### src/rtl/level_room_engine.sv
// Room engine for one H.E.R.O. level: loadable wall table, bomb/spider/miner
// game state and a two-stage box renderer feeding the VGA mixer.
module level_room_engine #(
    parameter int NUM_WALLS   = 8,
    parameter int COORD_W     = 10,
    parameter int H_RES       = 640,
    parameter int V_RES       = 480,
    parameter int CHAR_HX     = 13,
    parameter int CHAR_HY     = 28,
    parameter int EN_HX       = 7,
    parameter int EN_HY       = 5,
    parameter int EN_X        = 250,
    parameter int EN_Y_MIN    = 140,
    parameter int EN_Y_MAX    = 230,
    parameter int EN_STEP     = 2,
    parameter int MIN_X       = 550,
    parameter int MIN_Y       = 233,
    parameter int MIN_HX      = 15,
    parameter int MIN_HY      = 17,
    parameter int BOMB_H      = 10,
    parameter int BLAST_R     = 40,
    parameter int FUSE_FRAMES = 3
) (
    input  logic                         clk,
    input  logic                         rst_n,
    input  logic                         enable,
    input  logic                         active,
    input  logic [COORD_W-1:0]           col,
    input  logic [COORD_W-1:0]           row,
    input  logic                         frame_tick,
    input  logic [COORD_W-1:0]           char_pos_x,
    input  logic [COORD_W-1:0]           char_pos_y,
    input  logic                         bomb_drop,
    input  logic                         cfg_we,
    input  logic [$clog2(NUM_WALLS)-1:0] cfg_idx,
    input  logic [COORD_W-1:0]           cfg_l,
    input  logic [COORD_W-1:0]           cfg_r,
    input  logic [COORD_W-1:0]           cfg_u,
    input  logic [COORD_W-1:0]           cfg_d,
    input  logic                         cfg_brk,
    output logic [7:0]                   VGA_R,
    output logic [7:0]                   VGA_G,
    output logic [7:0]                   VGA_B,
    output logic                         coll,
    output logic                         coll_miner,
    output logic                         death,
    output logic                         bomb_active,
    output logic [NUM_WALLS-1:0]         walls_alive
);

    localparam int IDX_W  = $clog2(NUM_WALLS);
    localparam int EW     = COORD_W + 2;
    localparam int FUSE_W = $clog2(FUSE_FRAMES + 1);

    typedef logic [EW-1:0] ext_t;
    typedef enum logic [1:0] {BOMB_IDLE, BOMB_LIT, BOMB_BLAST} bomb_state_t;

    localparam ext_t HX_E      = ext_t'(CHAR_HX);
    localparam ext_t HY_E      = ext_t'(CHAR_HY);
    localparam ext_t H_RES_E   = ext_t'(H_RES);
    localparam ext_t V_RES_E   = ext_t'(V_RES);
    localparam ext_t EN_X_E    = ext_t'(EN_X);
    localparam ext_t EN_HX_E   = ext_t'(EN_HX);
    localparam ext_t EN_HY_E   = ext_t'(EN_HY);
    localparam ext_t MIN_X_E   = ext_t'(MIN_X);
    localparam ext_t MIN_Y_E   = ext_t'(MIN_Y);
    localparam ext_t MIN_HX_E  = ext_t'(MIN_HX);
    localparam ext_t MIN_HY_E  = ext_t'(MIN_HY);
    localparam ext_t BOMB_H_E  = ext_t'(BOMB_H);
    localparam ext_t BLAST_R_E = ext_t'(BLAST_R);
    localparam logic [COORD_W-1:0] Y_MIN = COORD_W'(EN_Y_MIN);
    localparam logic [COORD_W-1:0] Y_MAX = COORD_W'(EN_Y_MAX);
    localparam logic [COORD_W-1:0] Y_STEP = COORD_W'(EN_STEP);

    function automatic ext_t ext(input logic [COORD_W-1:0] v);
        return {{(EW-COORD_W){1'b0}}, v};
    endfunction

    // Inclusive overlap of the span c±h with [lo,hi], written with additions only
    // so nothing wraps below zero.
    function automatic logic span_hit(input ext_t c, input ext_t h, input ext_t lo, input ext_t hi);
        return (c + h >= lo) && (hi + h >= c);
    endfunction

    function automatic logic strict_in(input ext_t p, input ext_t c, input ext_t h);
        return (p + h > c) && (p < c + h);
    endfunction

    logic [COORD_W-1:0] wall_l [NUM_WALLS];
    logic [COORD_W-1:0] wall_r [NUM_WALLS];
    logic [COORD_W-1:0] wall_u [NUM_WALLS];
    logic [COORD_W-1:0] wall_d [NUM_WALLS];
    logic [NUM_WALLS-1:0] wall_brk, wall_valid, wall_live;

    bomb_state_t         bomb_state;
    logic [FUSE_W-1:0]   fuse;
    logic [COORD_W-1:0]  bomb_x, bomb_y;
    logic [COORD_W-1:0]  spider_y, spider_y_next;
    logic                spider_down, spider_down_next, spider_alive;

    ext_t hx, hy, bx, by, sy, px, py;
    logic edge_hit, spider_touch, miner_touch, blast_hero, blast_spider;
    logic [NUM_WALLS-1:0] wall_hit, blast_clear;
    logic pix_hero, pix_spider, pix_miner, pix_bomb, pix_wall_u, pix_wall_b;

    logic s1_hero, s1_spider, s1_miner, s1_bomb, s1_wall_u, s1_wall_b, s1_show;

    always_comb begin
        // NOTE: every always_comb output gets a default first so no path can infer a latch.
        hx           = ext(char_pos_x);
        hy           = ext(char_pos_y);
        bx           = ext(bomb_x);
        by           = ext(bomb_y);
        sy           = ext(spider_y);
        px           = ext(col);
        py           = ext(row);
        wall_hit     = '0;
        blast_clear  = '0;
        pix_wall_u   = 1'b0;
        pix_wall_b   = 1'b0;

        edge_hit = (hx <= HX_E) || (hx + HX_E >= H_RES_E) ||
                   (hy <= HY_E) || (hy + HY_E >= V_RES_E);

        for (int i = 0; i < NUM_WALLS; i++) begin
            wall_hit[i] = wall_valid[i] && wall_live[i] &&
                          span_hit(hx, HX_E, ext(wall_l[i]), ext(wall_r[i])) &&
                          span_hit(hy, HY_E, ext(wall_u[i]), ext(wall_d[i]));
            blast_clear[i] = wall_valid[i] && wall_brk[i] &&
                             span_hit(bx, BLAST_R_E, ext(wall_l[i]), ext(wall_r[i])) &&
                             span_hit(by, BLAST_R_E, ext(wall_u[i]), ext(wall_d[i]));
            if (wall_valid[i] && wall_live[i] &&
                col > wall_l[i] && col < wall_r[i] && row > wall_u[i] && row < wall_d[i]) begin
                if (wall_brk[i]) pix_wall_b = 1'b1;
                else             pix_wall_u = 1'b1;
            end
        end

        spider_touch = span_hit(hx, HX_E + EN_HX_E, EN_X_E, EN_X_E) &&
                       span_hit(hy, HY_E + EN_HY_E, sy, sy);
        miner_touch  = span_hit(hx, HX_E + MIN_HX_E, MIN_X_E, MIN_X_E) &&
                       span_hit(hy, HY_E + MIN_HY_E, MIN_Y_E, MIN_Y_E);
        blast_hero   = span_hit(hx, HX_E + BLAST_R_E, bx, bx) &&
                       span_hit(hy, HY_E + BLAST_R_E, by, by);
        blast_spider = span_hit(EN_X_E, EN_HX_E + BLAST_R_E, bx, bx) &&
                       span_hit(sy, EN_HY_E + BLAST_R_E, by, by);

        pix_hero   = strict_in(px, hx, HX_E) && strict_in(py, hy, HY_E);
        pix_spider = spider_alive && strict_in(px, EN_X_E, EN_HX_E) && strict_in(py, sy, EN_HY_E);
        pix_miner  = !coll_miner && strict_in(px, MIN_X_E, MIN_HX_E) && strict_in(py, MIN_Y_E, MIN_HY_E);
        pix_bomb   = (bomb_state == BOMB_LIT) && strict_in(px, bx, BOMB_H_E) && strict_in(py, by, BOMB_H_E);
    end

    // Spider bounce: saturate at the bound and turn round on that same tick.
    always_comb begin
        spider_y_next    = spider_y;
        spider_down_next = spider_down;
        if (spider_down) begin
            if (spider_y + Y_STEP >= Y_MAX) begin
                spider_y_next    = Y_MAX;
                spider_down_next = 1'b0;
            end else begin
                spider_y_next = spider_y + Y_STEP;
            end
        end else begin
            if (spider_y <= Y_MIN + Y_STEP) begin
                spider_y_next    = Y_MIN;
                spider_down_next = 1'b1;
            end else begin
                spider_y_next = spider_y - Y_STEP;
            end
        end
    end

    // NOTE: wall coordinates are plain storage with no reset; wall_valid gates every use.
    always_ff @(posedge clk) begin
        if (cfg_we) begin
            wall_l[cfg_idx] <= cfg_l;
            wall_r[cfg_idx] <= cfg_r;
            wall_u[cfg_idx] <= cfg_u;
            wall_d[cfg_idx] <= cfg_d;
        end
    end

    // NOTE: all state below uses non-blocking assignments so every read sees pre-edge values.
    always_ff @(posedge clk) begin
        if (!rst_n) begin
            wall_brk     <= '0;
            wall_valid   <= '0;
            wall_live    <= '0;
            walls_alive  <= '0;
            coll         <= 1'b0;
            coll_miner   <= 1'b0;
            death        <= 1'b0;
            spider_y     <= Y_MIN;
            spider_down  <= 1'b1;
            spider_alive <= 1'b1;
            bomb_state   <= BOMB_IDLE;
            bomb_active  <= 1'b0;
            fuse         <= '0;
            bomb_x       <= '0;
            bomb_y       <= '0;
        end else begin
            coll        <= enable && (edge_hit || (|wall_hit));
            walls_alive <= wall_valid & wall_live;

            if (enable && miner_touch)
                coll_miner <= 1'b1;
            if ((enable && spider_alive && spider_touch) ||
                (bomb_state == BOMB_BLAST && blast_hero))
                death <= 1'b1;

            if (enable && frame_tick && spider_alive) begin
                spider_y    <= spider_y_next;
                spider_down <= spider_down_next;
            end
            if (bomb_state == BOMB_BLAST && blast_spider)
                spider_alive <= 1'b0;

            // A table write on the blast cycle takes priority over the clear.
            for (int i = 0; i < NUM_WALLS; i++) begin
                if (cfg_we && cfg_idx == IDX_W'(i)) begin
                    wall_brk[i]   <= cfg_brk;
                    wall_valid[i] <= 1'b1;
                    wall_live[i]  <= 1'b1;
                end else if (bomb_state == BOMB_BLAST && blast_clear[i]) begin
                    wall_live[i] <= 1'b0;
                end
            end

            case (bomb_state)
                BOMB_IDLE: begin
                    if (enable && bomb_drop) begin
                        bomb_x      <= char_pos_x;
                        bomb_y      <= char_pos_y;
                        fuse        <= FUSE_W'(FUSE_FRAMES);
                        bomb_state  <= BOMB_LIT;
                        bomb_active <= 1'b1;
                    end
                end
                BOMB_LIT: begin
                    if (enable && frame_tick) begin
                        if (fuse == FUSE_W'(1)) bomb_state <= BOMB_BLAST;
                        else                    fuse <= fuse - FUSE_W'(1);
                    end
                end
                BOMB_BLAST: begin
                    bomb_state  <= BOMB_IDLE;
                    bomb_active <= 1'b0;
                end
                default: begin
                    bomb_state  <= BOMB_IDLE;
                    bomb_active <= 1'b0;
                end
            endcase
        end
    end

    always_ff @(posedge clk) begin
        if (!rst_n) begin
            s1_hero   <= 1'b0;
            s1_spider <= 1'b0;
            s1_miner  <= 1'b0;
            s1_bomb   <= 1'b0;
            s1_wall_u <= 1'b0;
            s1_wall_b <= 1'b0;
            s1_show   <= 1'b0;
            VGA_R     <= 8'h00;
            VGA_G     <= 8'h00;
            VGA_B     <= 8'h00;
        end else begin
            s1_hero   <= pix_hero;
            s1_spider <= pix_spider;
            s1_miner  <= pix_miner;
            s1_bomb   <= pix_bomb;
            s1_wall_u <= pix_wall_u;
            s1_wall_b <= pix_wall_b;
            s1_show   <= active && enable;
            if (s1_show) begin
                VGA_R <= (s1_hero ? 8'hC8 : 8'h00) | (s1_spider ? 8'hC8 : 8'h00) |
                         (s1_wall_u ? 8'hFF : 8'h00);
                VGA_G <= s1_miner ? 8'hC8 : 8'h00;
                VGA_B <= (s1_wall_b || s1_bomb) ? 8'hFF : 8'h00;
            end else begin
                VGA_R <= 8'h00;
                VGA_G <= 8'h00;
                VGA_B <= 8'h00;
            end
        end
    end

endmodule
### config.mk
export PLATFORM = sky130hd
export DESIGN_NAME = level_room_engine
export DESIGN_NICKNAME = d
export VERILOG_FILES = /design/src/rtl/level_room_engine.sv
export SDC_FILE = /design/constraint.sdc
export NUM_CORES = 2
export LEC_CHECK = 0
export BUFFER_PORTS_ARGS = -buffer_cell sky130_fd_sc_hd__buf_2
export CORE_ASPECT_RATIO = 0.8
export CORE_UTILIZATION = 62
export CTS_CLUSTER_SIZE = 25
export DETAILED_ROUTE_END_ITERATION = 8
export HOLD_SLACK_MARGIN = 0.06
export PLACE_DENSITY = 0.79
export SETUP_SLACK_MARGIN = 0.05
export SLEW_MARGIN = 40
export SYNTH_ARGS = -nofsm -noshare
export SYNTH_HDL_FRONTEND = slang
export SYNTH_SLANG_ARGS = --single-unit
### constraint.sdc
create_clock -name clk -period 5.5 [get_ports clk]
set_input_delay 0.275 -clock clk [delete_from_list [all_inputs] [get_ports clk]]
set_output_delay 0.275 -clock clk [all_outputs]
set_load 0.03 [all_outputs]
==> impl_metrics.ini <==
[pwr]
irDropWorstVdd_mv = 0.281
power_density_mw_per_mm2 = 196
p_leak_nw = 22.2
p_total_mw = 9.54

[placement]
gp_congestion = 1.04
post-place-cells = 5819
io_buffers = 121
hpwl_um = 123000

[die]
start_util_pct = 62.9
core.rowCount = 87
core_area_sq_mm = 0.0706
fp.dieW_um = 301
die_area_sq_mm = 0.0727
pin_count = 127
fp.dieH_um = 241

[sta]
period_share_pct = 77.4
fin_crit_ps = 4250
finalSetupViolCount = 0
rsz0062_at_grt = false
skew_ps = 23.9
slew_headroom_pct = 30.8
final-hold-violation-count = 0
final_max_slew_viol_count = 0
finalSetupTns_ps = 0
max_freq_mhz = 235
tightest_slew_ps = 1010
whs_ps = 107

[synth]
yosysTopAreaCell = ha_1
synthFlopType = edfxtp_1
synthArstFlopShare_pct = 0
syn_avg_cell_area_sq_um = 9.28
synthTopCellsByArea = ha_1 34%, edfxtp_1 22%, xnor2_1 5.8%
yosysUniqueCellTypes = 82
synth-edff-count = 320
synthCells = 4786
ys_seq_area_share_pct = 25.3
synthesis.area_sq_mm = 0.0444
yosys_warnings = 0
synth.top_cell.area_share_pct = 34.3
ys_seq_elements = 402

[global_route]
track_usage_pct = 42.7
grt_pass1_vias = 38007
antenna_found_initial = 7
grt-ovfl-total = 0
grt_max_degree = 53
grt_first_pass_wirelength_um = 231000

[detailed_routing]
wl_per_cell_um = 26.4
wirelength_um = 157000
antenna_left = 0
vias = 39830
drt_iter0_drc = 5015
firstDrtPassIters = 8
vias_per_cell = 6.68
drc_errors = 48

[cts]
clock_latency_ps = 640
cts.reportedPaths.clkPinSlew_ps = 60
cts_root_buffer = clkbuf_16
numCtsBuffers = 46
htree_levels = 2
clk_path_buf_depth = 3
clock-sinks = 402
cts_tree = built

[critical_path]
critPathCaptureType = flop
arrival_ps = 4800
crit_buf_inv = 4
critical_path.max_stage_delay_ps = 580
worstPathCellList = dlygate4sd3_1, buf_2, inv_1, ha_1, nor2b_1, nor3_1, xnor2_1, inv_1, ha_1, nand3_1, o21ai_0, nand4_1, or3b_2, a41oi_1
path_max_fanout = 14
r2r_cells = 13
critPathSlowestCell = inv_1
cp_top_family = buffers and inverters
cp_num_cells = 14
startpoint_type = input pin
required_ps = 6050
critPathKind = input pin to flop

[outcome]
violations = DRC
status = finished, violations left

[cells_and_area]
fillers = 5554
synthToLayoutAreaGrowth_pct = 9.39
drive_gt1_share_pct = 6.38
nNetsFinal = 6301
fin_cells = 5964

[hold_path]
hold_path.class = input pin to flop
hold_depth = 3

[job]
drv_cap = 0
==> layout by cell type, fill, tap and decap left out, types with 56 or more instances in the layout <==
master / instances
nor2b_1: 63
buf_2: 121
nand4_1: 91
a21oi_1: 381
edfxtp_1: 320
buf_4: 80
o21ai_0: 313
a211oi_1: 56
inv_1: 429
dfxtp_1: 80
xnor2_1: 293
nor2_1: 270
ha_1: 1218
nand2b_1: 89
dlygate4sd3_1: 59
a21o_1: 144
nand3_1: 77
nand2_1: 260
nor3_1: 76
==> through the flow <==
| stage | setup WS, ps | utilization, % | instance area [sq um] |
|---|---|---|---|
| 4_1_cts | 1450 | 68.8 | 48600 |
| 3_5_place_dp | 1380 | 65.7 | 46400 |
| 2_1_floorplan | 1370 | - | 44400 |
| 5_1_grt | 1100 | 68.8 | 48600 |
| 3_3_place_gp | 1450 | 65.6 | 46400 |
| 6_report | 1250 | 68.8 | 48600 |
==> routing by layer <==
metal,vias up,track usage (%),part of all wire (%)
met1,18886,57.4,40
met3,467,13.0,14
met2,2396,62.5,41
met4,10,19.7,5.0
li1,18071,-,-
met5,-,0,0.036
==> sequential cells by signal, summed over array words and instances, names as in the netlist, 2 cells and up <==
signal and flops:
bomb_y 10, wall_valid 8, wall_u 80, walls_alive 8
fuse 2, spider_y 9, bomb_x 10, wall_live 8
wall_d 80, wall_brk 8, wall_l 80, VGA_R 2
bomb_state 2, wall_r 80
==> kinds of logic (layout without fill, tap and decap cells) <==
group                    count (synthesis)  after routing  share of synthesized area [%]
AO/OA/AOI/OAI                         1231           1231                           17.4
XOR/XNOR                               326            326                           6.43
adder cells (fa/ha/maj)               1218           1218                           34.3
buffers and inverters                  545            784                           4.87
flip-flops                             402            402                           25.3
multiplexers                            11             11                          0.253
other                                    1              6                        0.00844
AND/OR/NAND/NOR                       1052           1052                           11.5
==> Yosys cell counts, types with 30 or more instances <==
cell,n
nand4_1,91
edfxtp_1,320
clkbuf_1,59
a21oi_1,381
a2111oi_0,32
xor2_1,30
nor2b_1,63
nand2_1,260
ha_1,1218
xnor2_1,296
nor4_1,34
dfxtp_1,82
nand2b_1,89
nor2_1,277
nand3_1,78
nor3_1,79
o21a_1,38
inv_1,433
o2111ai_1,39
a211oi_1,56
a31oi_1,34
o211ai_1,47
o21ai_0,314
and3_1,31
a21o_1,144
==> where the power goes <==
part	total, mW	internal (mW)	switching (mW)
Combinational	2.66	1.00	1.65
Sequential	3.49	3.38	0.112
Clock	3.38	1.93	1.46
Total	9.54	6.31	3.22
==> final timing paths <==
kind                            start                       end  slack, ps
max                     char_pos_x[3]           coll$_SDFF_PN0_       1250
min                     char_pos_x[4]    bomb_x[4]$_SDFFE_PN0P_        110
max reg2reg    bomb_x[2]$_SDFFE_PN0P_        death$_SDFFE_PN0P_       1440
min reg2reg  bomb_active$_SDFFE_PN0P_  bomb_active$_SDFFE_PN0P_        470
==> tightest hold or removal path, cell delays in order <==
cell and delay (ps):
buf_2 230, nand2_1 110, a21oi_1 60
==> repair_timing <==
action | in CTS | in global routing
hold buffers | 59 | 0
buffers inserted | 0 | 0
endpoints found under the hold margin | 323 | 0
gates resized for setup | 0 | 0
==> area by class of cell <==
cell class	count	area [sq um]	area share, %
Sequential cell	402	11300	23.2
Tap cell	934	1170	2.40
Multi-Input combinational cell	3843	31100	64.1
Clock inverter	31	369	0.759
Timing Repair Buffer	260	1800	3.70
Inverter	439	1650	3.39
Antenna cell	1	2.50	0.00515
Clock buffer	54	1220	2.51
No activity file was read; power rests on OpenSTA's default activity.
